--- src/rtl/gtx_spi_pkg.sv ---
// Shared types and constants for the SPI transfer engine.
// Latency: n/a (declarations only).
// Backpressure: n/a.
//
// Contents: FSM state enum, SPI mode constants as {cpol,cpha}, and
// counter-width helpers used to size the edge counter and slave index.
package gtx_spi_pkg;

    typedef enum logic [1:0] {
        IDLE  = 2'd0,
        SHIFT = 2'd1,
        TAIL  = 2'd2
    } state_t;

    localparam logic [1:0] MODE0 = 2'b00;
    localparam logic [1:0] MODE1 = 2'b01;
    localparam logic [1:0] MODE2 = 2'b10;
    localparam logic [1:0] MODE3 = 2'b11;

    // Edge counter must hold 0..2*xfer_w without wrapping.
    function automatic int edge_cnt_w(input int xfer_w);
        return $clog2(2 * xfer_w + 1);
    endfunction

    // Slave index is wide enough to also encode nss itself, the "no slave"
    // code that routes the default MISO line.
    function automatic int ssidx_w(input int nss);
        return $clog2(nss + 1);
    endfunction

endpackage

--- src/rtl/spi_clkdiv.sv ---
// SCK half-period divider: one-cycle tick every div+1 cycles while running.
// Latency: first tick div+1 cycles after load; reload on each tick.
// Backpressure: none; free-running while run is high.
//
// Ports: CLK/RST clock and async active-high reset; load reloads the count
// from div (transfer start); run enables counting; tick marks a half-period.
module spi_clkdiv #(
    parameter int DIV_W = 4
) (
    input  logic             CLK,
    input  logic             RST,
    input  logic             load,
    input  logic             run,
    input  logic [DIV_W-1:0] div,
    output logic             tick
);

    logic [DIV_W-1:0] cnt_q;

    always_ff @(posedge CLK or posedge RST) begin
        if (RST) begin
            cnt_q <= '0;
        end else if (load) begin
            cnt_q <= div;
        end else if (run) begin
            cnt_q <= (cnt_q == '0) ? div : cnt_q - 1'b1;
        end
    end

    assign tick = run && (cnt_q == '0);

endmodule

--- src/rtl/spi_xfer_master.sv ---
// Full-duplex SPI shift engine with programmable divider, mode and bit order.
// Latency: busy for (2*XFER_W+1)*(cfg_div+1) cycles; done on first idle cycle.
// Backpressure: start and cfg_we are ignored while busy; no queueing.
//
// Ports: CLK/RST; cfg_* configuration (latched in IDLE on cfg_we);
// start/tx_data launch a transfer; rx_data/busy/done report it;
// SCK/MOSI/nSS drive the bus; MISO[NSS] is the line read with no slave selected.
module spi_xfer_master
    import gtx_spi_pkg::*;
#(
    parameter int NSS    = 2,
    parameter int XFER_W = 8,
    parameter int DIV_W  = 4
) (
    input  logic                    CLK,
    input  logic                    RST,
    input  logic                    cfg_we,
    input  logic [DIV_W-1:0]        cfg_div,
    input  logic                    cfg_cpol,
    input  logic                    cfg_cpha,
    input  logic                    cfg_lsb,
    input  logic                    cfg_ssen,
    input  logic [ssidx_w(NSS)-1:0] cfg_ssidx,
    input  logic                    start,
    input  logic [XFER_W-1:0]       tx_data,
    output logic [XFER_W-1:0]       rx_data,
    output logic                    busy,
    output logic                    done,
    output logic                    SCK,
    output logic                    MOSI,
    input  logic [NSS:0]            MISO,
    output logic [NSS-1:0]          nSS
);

    localparam int SW  = ssidx_w(NSS);
    localparam int ECW = edge_cnt_w(XFER_W);

    state_t            state_q, state_d;
    logic [DIV_W-1:0]  div_q;
    logic              cpol_q, cpha_q, lsb_q, ssen_q;
    logic [SW-1:0]     ssidx_q;
    logic [XFER_W-1:0] tx_sh, rx_sh, rx_q;
    logic [ECW-1:0]    ecnt_q;
    logic              sck_q, mosi_q, done_q;

    logic              tick, accept, cfg_ok;
    logic              tog, last_tog, sample_en, drive_en, finish;
    logic [SW-1:0]     miso_sel;
    logic              miso_bit;

    function automatic logic lead_bit(input logic [XFER_W-1:0] w, input logic lsb);
        return lsb ? w[0] : w[XFER_W-1];
    endfunction

    function automatic logic [XFER_W-1:0] shift_out(input logic [XFER_W-1:0] w, input logic lsb);
        return lsb ? (w >> 1) : (w << 1);
    endfunction

    // Received bits enter at the far end so the first bit lands in rx[0]
    // for LSB-first and in rx[XFER_W-1] for MSB-first.
    function automatic logic [XFER_W-1:0] shift_in(input logic [XFER_W-1:0] w, input logic b,
                                                   input logic lsb);
        return lsb ? {b, w[XFER_W-1:1]} : {w[XFER_W-2:0], b};
    endfunction

    // Config wins over start in the same cycle; start is dropped.
    assign cfg_ok = (state_q == IDLE) && cfg_we;
    assign accept = (state_q == IDLE) && start && !cfg_we;

    spi_clkdiv #(.DIV_W(DIV_W)) u_clkdiv (
        .CLK  (CLK),
        .RST  (RST),
        .load (accept),
        .run  (state_q != IDLE),
        .div  (div_q),
        .tick (tick)
    );

    always_ff @(posedge CLK or posedge RST) begin
        if (RST) state_q <= IDLE;
        else     state_q <= state_d;
    end

    always_comb begin
        state_d = state_q;
        case (state_q)
            IDLE:    if (accept)   state_d = SHIFT;
            SHIFT:   if (last_tog) state_d = TAIL;
            TAIL:    if (tick)     state_d = IDLE;
            default:               state_d = IDLE;
        endcase
    end

    // Toggle number is ecnt_q+1: odd toggles have ecnt_q[0]==0.
    // CPHA=0 samples odd / drives even; CPHA=1 the reverse. The final toggle
    // only returns SCK to idle and never drives a new bit.
    always_comb begin
        busy      = (state_q != IDLE);
        tog       = (state_q == SHIFT) && tick;
        last_tog  = tog && (ecnt_q == ECW'(2 * XFER_W - 1));
        sample_en = tog && (ecnt_q[0] == cpha_q);
        drive_en  = tog && (ecnt_q[0] != cpha_q) && !last_tog;
        finish    = (state_q == TAIL) && tick;
    end

    assign miso_sel = (ssen_q && (ssidx_q < SW'(NSS))) ? ssidx_q : SW'(NSS);
    assign miso_bit = MISO[miso_sel];

    always_ff @(posedge CLK or posedge RST) begin
        if (RST) begin
            div_q   <= '0;
            cpol_q  <= 1'b0;
            cpha_q  <= 1'b0;
            lsb_q   <= 1'b0;
            ssen_q  <= 1'b0;
            ssidx_q <= '0;
            tx_sh   <= '0;
            rx_sh   <= '0;
            rx_q    <= '0;
            ecnt_q  <= '0;
            sck_q   <= 1'b0;
            mosi_q  <= 1'b1;
            done_q  <= 1'b0;
        end else begin
            done_q <= finish;
            if (cfg_ok) begin
                div_q   <= cfg_div;
                cpol_q  <= cfg_cpol;
                cpha_q  <= cfg_cpha;
                lsb_q   <= cfg_lsb;
                ssen_q  <= cfg_ssen;
                ssidx_q <= cfg_ssidx;
            end
            if (state_q == IDLE) begin
                sck_q  <= cfg_ok ? cfg_cpol : cpol_q;
                mosi_q <= 1'b1;
                if (accept) begin
                    ecnt_q <= '0;
                    rx_sh  <= '0;
                    // CPHA=0 presents the first bit before the first edge.
                    if (!cpha_q) begin
                        mosi_q <= lead_bit(tx_data, lsb_q);
                        tx_sh  <= shift_out(tx_data, lsb_q);
                    end else begin
                        tx_sh  <= tx_data;
                    end
                end
            end else begin
                if (tog) begin
                    sck_q  <= ~sck_q;
                    ecnt_q <= ecnt_q + 1'b1;
                end
                if (drive_en) begin
                    mosi_q <= lead_bit(tx_sh, lsb_q);
                    tx_sh  <= shift_out(tx_sh, lsb_q);
                end
                if (sample_en) begin
                    rx_sh <= shift_in(rx_sh, miso_bit, lsb_q);
                end
                if (finish) begin
                    rx_q   <= rx_sh;
                    mosi_q <= 1'b1;
                end
            end
        end
    end

    // Selects come straight from config registers, which only change in IDLE.
    always_comb begin
        for (int i = 0; i < NSS; i++) begin
            nSS[i] = !(ssen_q && (ssidx_q == SW'(i)));
        end
    end

    assign SCK     = sck_q;
    assign MOSI    = mosi_q;
    assign done    = done_q;
    assign rx_data = rx_q;

endmodule

--- config.mk ---
export PLATFORM = sky130hd
export DESIGN_NAME = spi_xfer_master
export DESIGN_NICKNAME = d
export VERILOG_FILES = /design/src/rtl/gtx_spi_pkg.sv /design/src/rtl/spi_clkdiv.sv /design/src/rtl/spi_xfer_master.sv
export SDC_FILE = /design/constraint.sdc
export NUM_CORES = 1
export LEC_CHECK = 0
export CAP_MARGIN = 20
export CELL_PAD_IN_SITES_DETAIL_PLACEMENT = 1
export CELL_PAD_IN_SITES_GLOBAL_PLACEMENT = 2
export CORE_MARGIN = 2
export CORE_UTILIZATION = 31
export DETAILED_ROUTE_END_ITERATION = 10
export PLACE_DENSITY_LB_ADDON = 0.08
export RECOVER_POWER = 25
export SYNTH_ARGS = -nofsm -noshare
export SYNTH_HDL_FRONTEND = slang
export SYNTH_SLANG_ARGS = --single-unit
--- constraint.sdc ---
create_clock -name CLK -period 2.05 [get_ports CLK]
set_clock_uncertainty 0.15 [all_clocks]
set_input_delay 0.205 -clock CLK [delete_from_list [all_inputs] [get_ports CLK]]
set_output_delay 0.205 -clock CLK [all_outputs]
set_load 0.005 [all_outputs]
==> summary.txt <==
Floorplanning
  • Die width: about 95 µm
  • Die footprint: about 9000 µm²
  • Rows: 33
  • Initial core utilization: about a third
  • Core Region: just over 8000 µm²
  • Die height: 94.6 µm
  • Ports: 39

Placement
  • Post-DP HPWL: 4740 µm
  • PortBufs: 38
  • RePlAce Congestion: about 0.75

Final layout
  • Commonest non-fill, non-tap cell in the layout: dfrtp_1
  • # diodes: 0
  • Final Util: 42.3%
  • Register Area: ~1200 µm²
  • Area occupied by multi-input gates: between 1000 and 1500 µm²
  • Share of post-route cells with drive strength above 1: roughly 30%
  • Commonest non-fill, non-tap cells in the layout: dfrtp_1 (47), clkdlybuf4s50_1 (37), buf_4 (35)
  • Nets@finish: roughly 340
  • Fill count: 923
  • Area growth, synth to finish: 34.5%

Clock network
  • Htree depth: 2
  • CTS tree: done
  • # clock sinks: 48
  • Max Root-Sink Buffers: 2
  • Clock root buffer: clkbuf_8
  • CTS Hold Bufs: 0
  • Worst-skew pair later-pin latency: around 0.30 ns
  • Worst-path clk slew: approximately 0.090 ns
  • Num CTS Buffers: 5

Power
  • Worst-case vdd ir drop: 0.515 mV
  • PwrDens: 1110 nW/µm²
  • Clk pwr share: a little under a fifth
  • Comb power frac: 41.2%
  • Switching Share: approximately 34%
  • Psw: around 1.3 mW
  • Final Power: ~3.8 mW
  • Internal: roughly 2.5 mW
  • Part of the power in registers: between 40 and 50%
  • Leak pwr: roughly 1.5 nW

Outcome
  • Status: finished, final reports clean

STA
  • Worst slew margin: around a fifth
  • Final min period: approximately 2.0 ns
  • Tcrit/Tclk final: 99.3%
  • Worst Tran Pin Value: 1.19 ns
  • RSZ-0062 raised after global routing: true
  • Peak Freq: 0.491 GHz
  • Final Max Slew Viols: 0
  • # setup viols final: 0
  • Final hold vios: 0

Route
  • Via count: approximately 2.0k
  • DR DRC count: 0
  • First DRT Iteration DRCs: 31
  • Final WL: approximately 6500 µm
  • Wire per inst: around 16 µm
  • DRT Pass-1 Iters: 3
  • Routed vias/inst: approximately 5.0
  • Post-route ant nets: 0

Synthesis
  • Distinct cells, synth: 45
  • Synth Area in Adders: approximately 1.5%
  • Compound-Gate Fraction of Synth Area: 14.4%
  • XOR/XNOR Fraction of Synth Area: less than 1%
  • Seq/Total Area, Yosys: between 40% and 50%
  • Simple-gate share of the synthesized area: a little over an eighth
  • Top post-synthesis cells by area: dfrtp_1 (46%), mux2_2 (11%), mux2i_1 (6.7%), nor2_1 (3.5%), a31oi_1 (3.2%)
  • Syn Area/Cell: 10.7 µm²
  • Mux share of post-synthesis cell area: between 10% and 20%
  • Asr flop ratio synth: 100%
  • Post-synth EDFFs: 0
  • Top cell type by total area after synthesis: dfrtp_1
  • Synth top area share: around 46%
  • Main synth FF type: dfrtp_1
  • Largest family of logic cells by synthesized area: multiplexers
  • YS warnings: 0
  • Yosys reg bits: 48
  • Post-synthesis cell area: between 2000 and 3000 µm²
  • Post-Syn Instances: about 240
  • Synth Net Count: 265

Critical path
  • Startpoint Class: register
  • Type of destination of the critical path: register
  • CP Data Required Time: approximately 2.1 ns
  • Worst-path fanout max: 6
  • CP arrival: about 2.1 ns
  • CP Class: reg -> reg

Job
  • Max_cap viols: 0

Global route
  • Initial antenna violation count: 0
  • All-layer global routing usage: 15.9%
  • First-pass GRT wire length: 11000 µm
  • Largest net degree at the start of global routing: 29
  • Vias in the first global route: about 2.2k
  • GR Overflow Total: 0

Hold path
  • Hold Path Class: reg -> reg
## metal layers
metal  share of wire (%)  up-vias  GRT usage [%]
li1                    -      998              -
met5                   0        -              0
met2                  47       31           26.3
met1                  49     1015           21.8
met3                 3.0        5           2.71
met4                0.94        0           3.26
## final cells by class
class	instances	area share (%)
multi-input combinational	167	36.9
sequential	48	35.1
timing repair buffer	77	20.0
tap	105	3.84
clock buffer	5	2.01
clock inverter	3	1.24
inverter	8	0.878
## cells by family after synthesis
logic type	Yosys count
simple gates	71
fa+ha+maj	3
compound gates	49
flops	48
mux	42
buf+inv	22
xor+xnor	2
## power groups by stage
stage | sequential, mW | combinational [mW] | clock, mW
6_report | 1.54 | 1.57 | 0.699
5_1_grt | 1.59 | 1.76 | 0.772
4_1_cts | 1.54 | 1.53 | 0.733
3_5_place_dp | 1.55 | 1.51 | 0
3_3_place_gp | 1.55 | 1.48 | 0
2_1_floorplan | 1.49 | 0.973 | 0
## worst paths after layout
| path | cells after the start | start | endpoint | slack [ns] |
|---|---|---|---|---|
| max | 7 | u_clkdiv.cnt_q[1]$_DFFE_PP0P_ | tx_sh[5]$_DFFE_PP0P_ | 0.01 |
| min | 2 | rx_data[6]$_DFFE_PP0P_ | rx_data[6]$_DFFE_PP0P_ | 0.35 |
| max reg2reg | 7 | u_clkdiv.cnt_q[1]$_DFFE_PP0P_ | tx_sh[5]$_DFFE_PP0P_ | 0.01 |
| min reg2reg | 2 | rx_data[6]$_DFFE_PP0P_ | rx_data[6]$_DFFE_PP0P_ | 0.35 |
| max in group asynchronous | 3 | RST | ecnt_q[0]$_DFFE_PP0P_ | 0.45 |
| min in group asynchronous | 3 | RST | ssidx_q[1]$_DFFE_PP0N_ | 0.40 |
## cells in the mapped netlist, types with 2 or more instances
cell       n
clkbuf_8   2
xnor2_1    2
mux2i_1   17
nor3_1     5
o22ai_1    3
nor2b_1    4
nand3_1    9
inv_1      8
nor2_1    24
dfrtp_1   47
o21ai_0    6
buf_1      2
o31ai_1    6
a32o_1     2
buf_2      3
buf_6      2
a21oi_1    5
a31oi_1   13
clkbuf_1   5
ha_1       3
a31oi_2    2
mux2_2    25
nand2_1   16
nand2b_1   4
and3_1     2
## worst max-delay path, stage by stage (launching register included)
cell and delay (ns):
dfrtp_1 0.40, inv_2 0.08, ha_4 0.13, or3b_4 0.41, o41ai_4 0.37, buf_4 0.22
buf_4 0.11, a31oi_1 0.07
## sequential cells by signal, indices dropped and copies added (netlist names)
signal	count
rx_data	8
rx_sh	8
tx_sh	8
ecnt_q	5
div_q	4
u_clkdiv.cnt_q	4
ssidx_q	2
state_q	2
MOSI	1
SCK	1
cpha_q	1
cpol_q	1
done	1
lsb_q	1
ssen_q	1
## repair_timing
item / CTS / global route
hold endpoints to repair: 0 / 0
buffers inserted: 0 / 6
endpoints found under the setup margin: 18 / 13
resized for setup: 6 / 6
pin swaps: 2 / 2
## per-stage QoR
step	hold WS [ns]	worst slack [ns]	TNS, ns	instance area (µm²)	std cells
global placement	0.317	-0.103	-1.06	3240	399
detailed placement	0.328	-0.110	-1.26	3240	399
global route	0.350	-0.0918	-0.412	3420	413
floorplan	0.205	-0.0431	-0.182	2560	237
CTS	0.124	0.00286	0	3360	407
finish	0.346	0.0139	0	3420	413
(Power assumes the default switching activity.)
